--- config.mk ---
export PLATFORM = sky130hd
export DESIGN_NAME = pwm_speed_ramp_ctrl_flat
export DESIGN_NICKNAME = d
export VERILOG_FILES = /design/src/rtl/pwm_speed_ramp_ctrl_if.sv /design/src/rtl/pwm_speed_ramp_ctrl.sv /design/src/flat_wrapper.sv
export SDC_FILE = /design/constraint.sdc
export NUM_CORES = 1
export LEC_CHECK = 0
export ABC_AREA = 0
export BUFFER_PORTS_ARGS = -buffer_cell sky130_fd_sc_hd__buf_2
export CAP_MARGIN = 20
export CORE_MARGIN = 2
export CORE_UTILIZATION = 40
export CTS_CLUSTER_DIAMETER = 120
export CTS_CLUSTER_SIZE = 14
export DETAILED_ROUTE_END_ITERATION = 8
export PLACE_DENSITY_LB_ADDON = 0.08
export SYNTH_ARGS = -nofsm -noshare
export SYNTH_HDL_FRONTEND = slang
export SYNTH_SLANG_ARGS = --single-unit
--- constraint.sdc ---
create_clock -name clk -period 6.4 [get_ports clk]
set_clock_uncertainty 0.05 [all_clocks]
set_input_delay 0.64 -clock clk [delete_from_list [all_inputs] [get_ports clk]]
set_output_delay 0.64 -clock clk [all_outputs]
set_load 0.02 [all_outputs]
--- src/rtl/pwm_speed_ramp_ctrl_if.sv ---
// Command port of the PWM speed ramp controller.
// The master presents cmd_valid/cmd_code; the controller answers with cmd_ready/cmd_err.
interface pwm_speed_ramp_ctrl_if;
  // Handshake: a command transfers on every rising clk edge where cmd_valid and
  // cmd_ready are both 1. cmd_code must be stable while cmd_valid is high.
  // cmd_err is a one-cycle pulse that follows a rejected transfer.
  logic       cmd_valid;
  logic [2:0] cmd_code;
  logic       cmd_ready;
  logic       cmd_err;

  modport master (
    output cmd_valid,
    output cmd_code,
    input  cmd_ready,
    input  cmd_err
  );

  modport slave (
    input  cmd_valid,
    input  cmd_code,
    output cmd_ready,
    output cmd_err
  );
endinterface

--- src/rtl/pwm_speed_ramp_ctrl.sv ---
// Speed controller for a PWM generator: turns speed commands into a duty ramp
// that only moves high_dur on PWM period boundaries. ESTOP forces 0% and latches FAULT.
module pwm_speed_ramp_ctrl #(
  parameter int PERIOD       = 50000,
  parameter int STEP         = 500,
  parameter int RAMP_PERIODS = 1
) (
  input  logic                    clk,
  input  logic                    reset_n,
  pwm_speed_ramp_ctrl_if.slave    cmd,
  output logic [31:0]             total_dur,
  output logic [31:0]             high_dur,
  output logic [1:0]              state,
  output logic                    at_speed
);

  typedef enum logic [1:0] {
    ST_IDLE   = 2'd0,
    ST_RAMP   = 2'd1,
    ST_STEADY = 2'd2,
    ST_FAULT  = 2'd3
  } state_e;

  localparam logic [31:0] PERIOD_M1 = 32'(PERIOD - 1);
  localparam logic [31:0] RD_LAST   = 32'(RAMP_PERIODS - 1);
  localparam logic [31:0] STEP_W    = 32'(STEP);
  localparam logic [31:0] LVL_1     = 32'(PERIOD / 4);
  localparam logic [31:0] LVL_2     = 32'((PERIOD / 4) * 2);
  localparam logic [31:0] LVL_3     = 32'((PERIOD / 4) * 3);
  localparam logic [31:0] LVL_4     = 32'(PERIOD);

  logic [31:0] pc_q, pc_d;
  logic [31:0] rd_q, rd_d;
  logic [31:0] high_q, high_d;
  logic [31:0] target_q, target_d;
  logic        err_q, err_d;
  state_e      state_q, state_d;

  logic        boundary;
  logic        ramp_ev;
  logic        accept;
  logic        estop;
  logic [31:0] level_target;
  logic [31:0] stepped;
  logic [32:0] up_sum;
  logic [32:0] dn_diff;

  assign cmd.cmd_ready = reset_n;
  assign cmd.cmd_err   = err_q;
  assign total_dur     = PERIOD_M1;
  assign high_dur      = high_q;
  assign state         = state_q;
  assign at_speed      = (high_q == target_q) && (state_q != ST_FAULT);

  assign boundary = (pc_q == PERIOD_M1);
  assign ramp_ev  = boundary && (rd_q == RD_LAST);
  assign accept   = cmd.cmd_valid;
  assign estop    = accept && (cmd.cmd_code == 3'd7);

  // Period counter and ramp divider free-run so they stay aligned with the generator tick.
  always_comb begin
    pc_d = boundary ? 32'd0 : pc_q + 32'd1;
    rd_d = rd_q;
    if (boundary) begin
      rd_d = (rd_q == RD_LAST) ? 32'd0 : rd_q + 32'd1;
    end
  end

  always_comb begin
    level_target = 32'd0;
    case (cmd.cmd_code)
      3'd1:    level_target = LVL_1;
      3'd2:    level_target = LVL_2;
      3'd3:    level_target = LVL_3;
      3'd4:    level_target = LVL_4;
      default: level_target = 32'd0;
    endcase
  end

  // One ramp step toward the current target, clamped so it never overshoots or underflows.
  always_comb begin
    up_sum  = {1'b0, high_q} + {1'b0, STEP_W};
    dn_diff = {1'b0, high_q} - {1'b0, target_q};
    stepped = high_q;
    if (high_q < target_q) begin
      stepped = (up_sum >= {1'b0, target_q}) ? target_q : up_sum[31:0];
    end else if (high_q > target_q) begin
      stepped = (dn_diff < {1'b0, STEP_W}) ? target_q : high_q - STEP_W;
    end
  end

  always_comb begin
    high_d   = high_q;
    target_d = target_q;
    err_d    = 1'b0;
    state_d  = state_q;

    // The step above uses the old target, so a command in the same cycle waits for the next event.
    if (ramp_ev && (state_q != ST_FAULT)) begin
      high_d = stepped;
    end

    if (accept) begin
      case (cmd.cmd_code)
        3'd0: target_d = 32'd0;
        3'd1, 3'd2, 3'd3, 3'd4: begin
          if (state_q == ST_FAULT) err_d = 1'b1;
          else                     target_d = level_target;
        end
        3'd7:    target_d = 32'd0;
        default: err_d = 1'b1;
      endcase
    end

    if (estop) begin
      high_d   = 32'd0;
      target_d = 32'd0;
      state_d  = ST_FAULT;
    end else if (state_q == ST_FAULT) begin
      state_d = (accept && (cmd.cmd_code == 3'd0)) ? ST_IDLE : ST_FAULT;
    end else if ((target_d == 32'd0) && (high_d == 32'd0)) begin
      state_d = ST_IDLE;
    end else if (high_d == target_d) begin
      state_d = ST_STEADY;
    end else begin
      state_d = ST_RAMP;
    end
  end

  always_ff @(posedge clk or negedge reset_n) begin
    if (!reset_n) begin
      pc_q     <= 32'd0;
      rd_q     <= 32'd0;
      high_q   <= 32'd0;
      target_q <= 32'd0;
      err_q    <= 1'b0;
      state_q  <= ST_IDLE;
    end else begin
      pc_q     <= pc_d;
      rd_q     <= rd_d;
      high_q   <= high_d;
      target_q <= target_d;
      err_q    <= err_d;
      state_q  <= state_d;
    end
  end

endmodule

--- src/flat_wrapper.sv ---
// flat-port wrapper written by rule: the top's interface ports become plain ports
module pwm_speed_ramp_ctrl_flat 
#(
  parameter int PERIOD       = 50000,
  parameter int STEP         = 500,
  parameter int RAMP_PERIODS = 1
)
  (clk, reset_n, total_dur, high_dur, state, at_speed, cmd_cmd_valid, cmd_cmd_code, cmd_cmd_ready, cmd_cmd_err);
  pwm_speed_ramp_ctrl_if cmd_i ();
  input  logic clk;
  input  logic reset_n;
  output logic [31:0] total_dur;
  output logic [31:0] high_dur;
  output logic [1:0] state;
  output logic at_speed;
  input wire logic [$bits(cmd_i.cmd_valid)-1:0] cmd_cmd_valid;
  input wire logic [$bits(cmd_i.cmd_code)-1:0] cmd_cmd_code;
  output wire logic [$bits(cmd_i.cmd_ready)-1:0] cmd_cmd_ready;
  output wire logic [$bits(cmd_i.cmd_err)-1:0] cmd_cmd_err;
  assign cmd_i.cmd_valid = cmd_cmd_valid;
  assign cmd_i.cmd_code = cmd_cmd_code;
  assign cmd_cmd_ready = cmd_i.cmd_ready;
  assign cmd_cmd_err = cmd_i.cmd_err;
  pwm_speed_ramp_ctrl #(.PERIOD(PERIOD), .STEP(STEP), .RAMP_PERIODS(RAMP_PERIODS)) u_core (.clk(clk), .reset_n(reset_n), .cmd(cmd_i), .total_dur(total_dur), .high_dur(high_dur), .state(state), .at_speed(at_speed));
endmodule
==> PnR_summary.wiki <==
{| class="wikitable"
! Metric !! Value
|-
| Initial Util || between 40% and 50%
|-
| Average footprint of a synthesized cell || between 7 and 8 um^2
|-
| Vias after detailed routing || 14,398
|-
| Routed wirelength normalized by instance count || approximately 28 um
|-
| Number of buffers inserted for hold repair after clock tree synthesis || 0
|-
| Worst EP required || 6.73 ns
|-
| Run status || finished clean
|-
| IO Count || between 70 and 80
|-
| Critical path endpoint category || flip-flop
|-
| Seq/Total Area, Yosys || 25.4%
|-
| Routed via count divided by cell count || between 6 and 7
|-
| Finished layout cell area || around 0.015 mm^2
|-
| Wirelength, routed || slightly above 60,000 um
|-
| TritonCTS clock tree || done
|-
| ANT nets after route || 0
|-
| Remaining DRCs || 0
|-
| Final GP Congestion || 1.08
|-
| Max frequency || between 150 and 200 MHz
|-
| Standard cell area after detailed placement || 0.0141 mm^2
|-
| Worst slew slack as a fraction of its limit || 34.2%
|-
| Fin crit share || between 90% and 100%
|-
| Number of instances in the synthesized netlist || between 1,500 and 2,000
|-
| Highest-utilization routing layer at the global route stage || met2
|-
| Number of synthesized flops with an enable pin || 0
|-
| Synthesized-area fraction occupied by and/or/nand/nor cells || 27.5%
|-
| Number of global-route vias before repair || between 10,000 and 15,000
|-
| Unrepaired setup endpoints after global routing || no
|-
| Total track usage || a little over a third
|-
| Fraction of registers with async set or reset after synthesis || 100%
|-
| Most common flop cell mapped by yosys || dfrtp_1
|-
| Kind of critical path || flip-flop to flip-flop
|-
| Global Route met3 Usage || roughly 8.4%
|-
| Maxcap violations || 0
|-
| Worst vdd ir || approximately 190 uV
|-
| Cell Rows || 65
|-
| Minimum period implied by the final worst setup slack || around 6.2 ns
|-
| Antenna violations before repair || 2
|-
| Final count of pins violating max slew || 0
|-
| GR Util met2 || a little over half
|-
| Count of cell types in the netlist || between 90 and 100
|-
| Compound-Gate Fraction of Synth Area || a little under a quarter
|-
| Post-DP HPWL || 47,700 um
|-
| Share of the synthesized netlist area taken by xor and xnor gates || under 10%
|-
| Setup-violating endpoint count in the final report || 0
|-
| Yosys synthesis warning count || 0
|-
| Main combinational cell family by area after synthesis || simple AND/OR/NAND/NOR gates
|-
| Actual transition at the worst max-transition pin || a little under 1 ns
|-
| Clock latency on the worst-skew pair || ~0.46 ns
|-
| H-tree levels || 4
|-
| Post-Synth Adder-Cell Area || 6.50%
|-
| Class of the tightest hold or removal check || input pin to async pin
|-
| Worst Setup Slack post-DPL || ~0.25 ns
|-
| Total design power || 3.47 mW
|-
| Post-route setup slack || roughly 0.24 ns
|-
| GRT overflow || 0
|-
| Buffer depth of the longest clock path || 2
|-
| Worst-path maximum fanout || 21
|-
| Power per cell area || 236 mW/mm^2
|-
| Number of failing hold endpoints at the final stage || 0
|-
| TritonCTS Sinks || 131
|-
| Clock tree root buffer cell || clkbuf_16
|-
| Met1 usage in global routing || between 40% and 50%
|-
| Largest net degree at the start of global routing || 80
|-
| Signal arrival time at the worst endpoint || ~6.5 ns
|-
| Total Nets Final || approximately 1,900
|-
| Layout cells sized above 1 || between 10% and 20%
|-
| TNS Setup || 0 ns
|-
| Wire length of the first global-routing pass || just under 90,000 um
|-
| Post-synthesis register bit count || 131
|-
| Die Y || between 150 and 200 um
|-
| Area of the die || roughly 0.034 mm^2
|-
| Proportion of synthesized area in mux cells || under 10%
|-
| P&R area growth vs syn || 14.3%
|-
| TritonCTS buffer count || 17
|-
| Leakage power summed over all cells || 6.62 nW
|-
| Post-synthesis instance area || approximately 0.013 mm^2
|-
| Clock-pin slew on the worst setup and hold paths || about 0.07 ns
|-
| First-pass iteration count of the detailed router || 8
|-
| Number of I/O port buffers || 42
|-
| Core Box Area || between 0.03 and 0.04 mm^2
|-
| DRC violation total after the first TritonRoute iteration || approximately 1,800
|-
| Floorplan die width || around 180 um
|-
| Critical Path Source Type || flip-flop
|}
==> what timing repair did <==
| item | 4_1_cts | 5_1_grt |
|---|---|---|
| buffers inserted | 0 | 1 |
| gates resized for setup | 0 | 7 |
| setup endpoints to repair | 0 | 2 |
| hold endpoints to repair | 0 | 0 |
==> flip-flops by register name, summed over array words and instances, names as in the netlist <==
signal,count
u_core.high_dur,32
u_core.cmd.cmd_err,1
u_core.rd_q,32
u_core.target_q,32
u_core.pc_q,32
u_core.state,2
==> layer usage <==
metal | share of wire [%] | up-vias
met1 | 41 | 6940
met3 | 10 | 227
met5 | 0.013 | -
met4 | 6.3 | 2
li1 | - | 6340
met2 | 42 | 889
==> where the power goes <==
group / internal, mW / leakage (nW) / switching, mW
combinational: 0.532 / 4.55 / 1.02
clock: 0.597 / 0.293 / 0.443
sequential: 0.852 / 1.77 / 0.0328
==> worst max-delay path, stage by stage (launching register included) <==
cell	delay (ns)
dfrtp_1	0.36
buf_4	0.21
a21oi_1	0.10
a211oi_1	0.32
buf_4	0.20
and3_1	0.25
nand3_1	0.14
xor2_2	0.29
inv_1	0.08
ha_1	0.30
and4_1	0.19
nand2_1	0.08
or4b_2	0.64
a41oi_2	0.28
a21oi_4	0.08
buf_12	0.19
mux2_2	0.28
a22oi_1	0.16
inv_1	0.12
a21oi_1	0.16
o311ai_0	0.13
a311oi_1	0.31
buf_4	0.18
and4_1	0.20
nand4_1	0.18
or4_1	0.46
o21ai_1	0.14
==> cell families (layout without fill, tap and decap cells) <==
logic type / Yosys count / after routing
other: 2 / 33
adder cells (fa/ha/maj): 67 / 67
AND/OR/NAND/NOR: 693 / 693
AO/OA/AOI/OAI: 447 / 447
XOR/XNOR: 119 / 119
flip-flops: 131 / 131
buffers and inverters: 205 / 285
multiplexers: 23 / 23
==> final timing paths <==
check                                                   from                             to  cells after the start  slack (ns)
worst max-delay path            u_core.high_dur[2]$_DFF_PN0_      u_core.state[1]$_DFF_PN0_                     26        0.24
worst min register to register      u_core.pc_q[0]$_DFF_PN0_       u_core.pc_q[0]$_DFF_PN0_                      1        0.41
worst max register to register  u_core.high_dur[2]$_DFF_PN0_      u_core.state[1]$_DFF_PN0_                     26        0.24
worst min-delay path                                 reset_n    u_core.rd_q[28]$_DFFE_PN0N_                      1        0.19
min in group clk                    u_core.pc_q[0]$_DFF_PN0_       u_core.pc_q[0]$_DFF_PN0_                      1        0.41
max in group asynchronous                            reset_n  u_core.high_dur[26]$_DFF_PN0_                      2        4.83
==> cells in the mapped netlist (34+ instances only) <==
library cell | number | area share [%]
a21oi_1 | 112 | 4.3
and3_1 | 34 | 1.6
buf_4 | 36 | 2.1
clkbuf_1 | 67 | 2.0
dfrtp_1 | 131 | 25
ha_1 | 67 | 6.5
inv_1 | 88 | 2.6
nand2_1 | 162 | 4.7
nand3_1 | 73 | 2.8
nand4_1 | 53 | 2.6
nor2_1 | 157 | 4.6
nor3_1 | 51 | 2.0
nor4_1 | 39 | 1.9
o21ai_0 | 104 | 4.0
xnor2_1 | 81 | 5.5
xor2_1 | 38 | 2.6
==> stage by stage <==
stage / hold WS [ns] / utilization (%) / cells
floorplan: 0.294 / - / 1717
global placement: 0.400 / 44.5 / 2166
detailed placement: 0.402 / 44.5 / 2166
CTS: 0.212 / 46.4 / 2198
global route: 0.251 / 46.6 / 2199
finish: 0.193 / 46.6 / 2200
==> placed cells by master (no fill, tap or decap), types with 53 or more instances in the layout <==
master	netlist	routed
buf_4	36	122
xnor2_1	81	79
nor2_1	157	156
nand3_1	73	73
inv_1	88	88
o21ai_0	104	104
ha_1	67	67
nand4_1	53	53
dfrtp_1	131	131
nand2_1	162	162
a21oi_1	112	111
==> cell type report <==
class	instances	area (um^2)
timing repair buffer	165	1150
clock buffer	18	439
multi-input combinational	1381	8870
sequential	131	3280
fill	3203	16900
inverter	88	330
tap	402	503
antenna	1	2.50
clock inverter	14	168
Note: power is estimated with default switching activity, not from simulation.
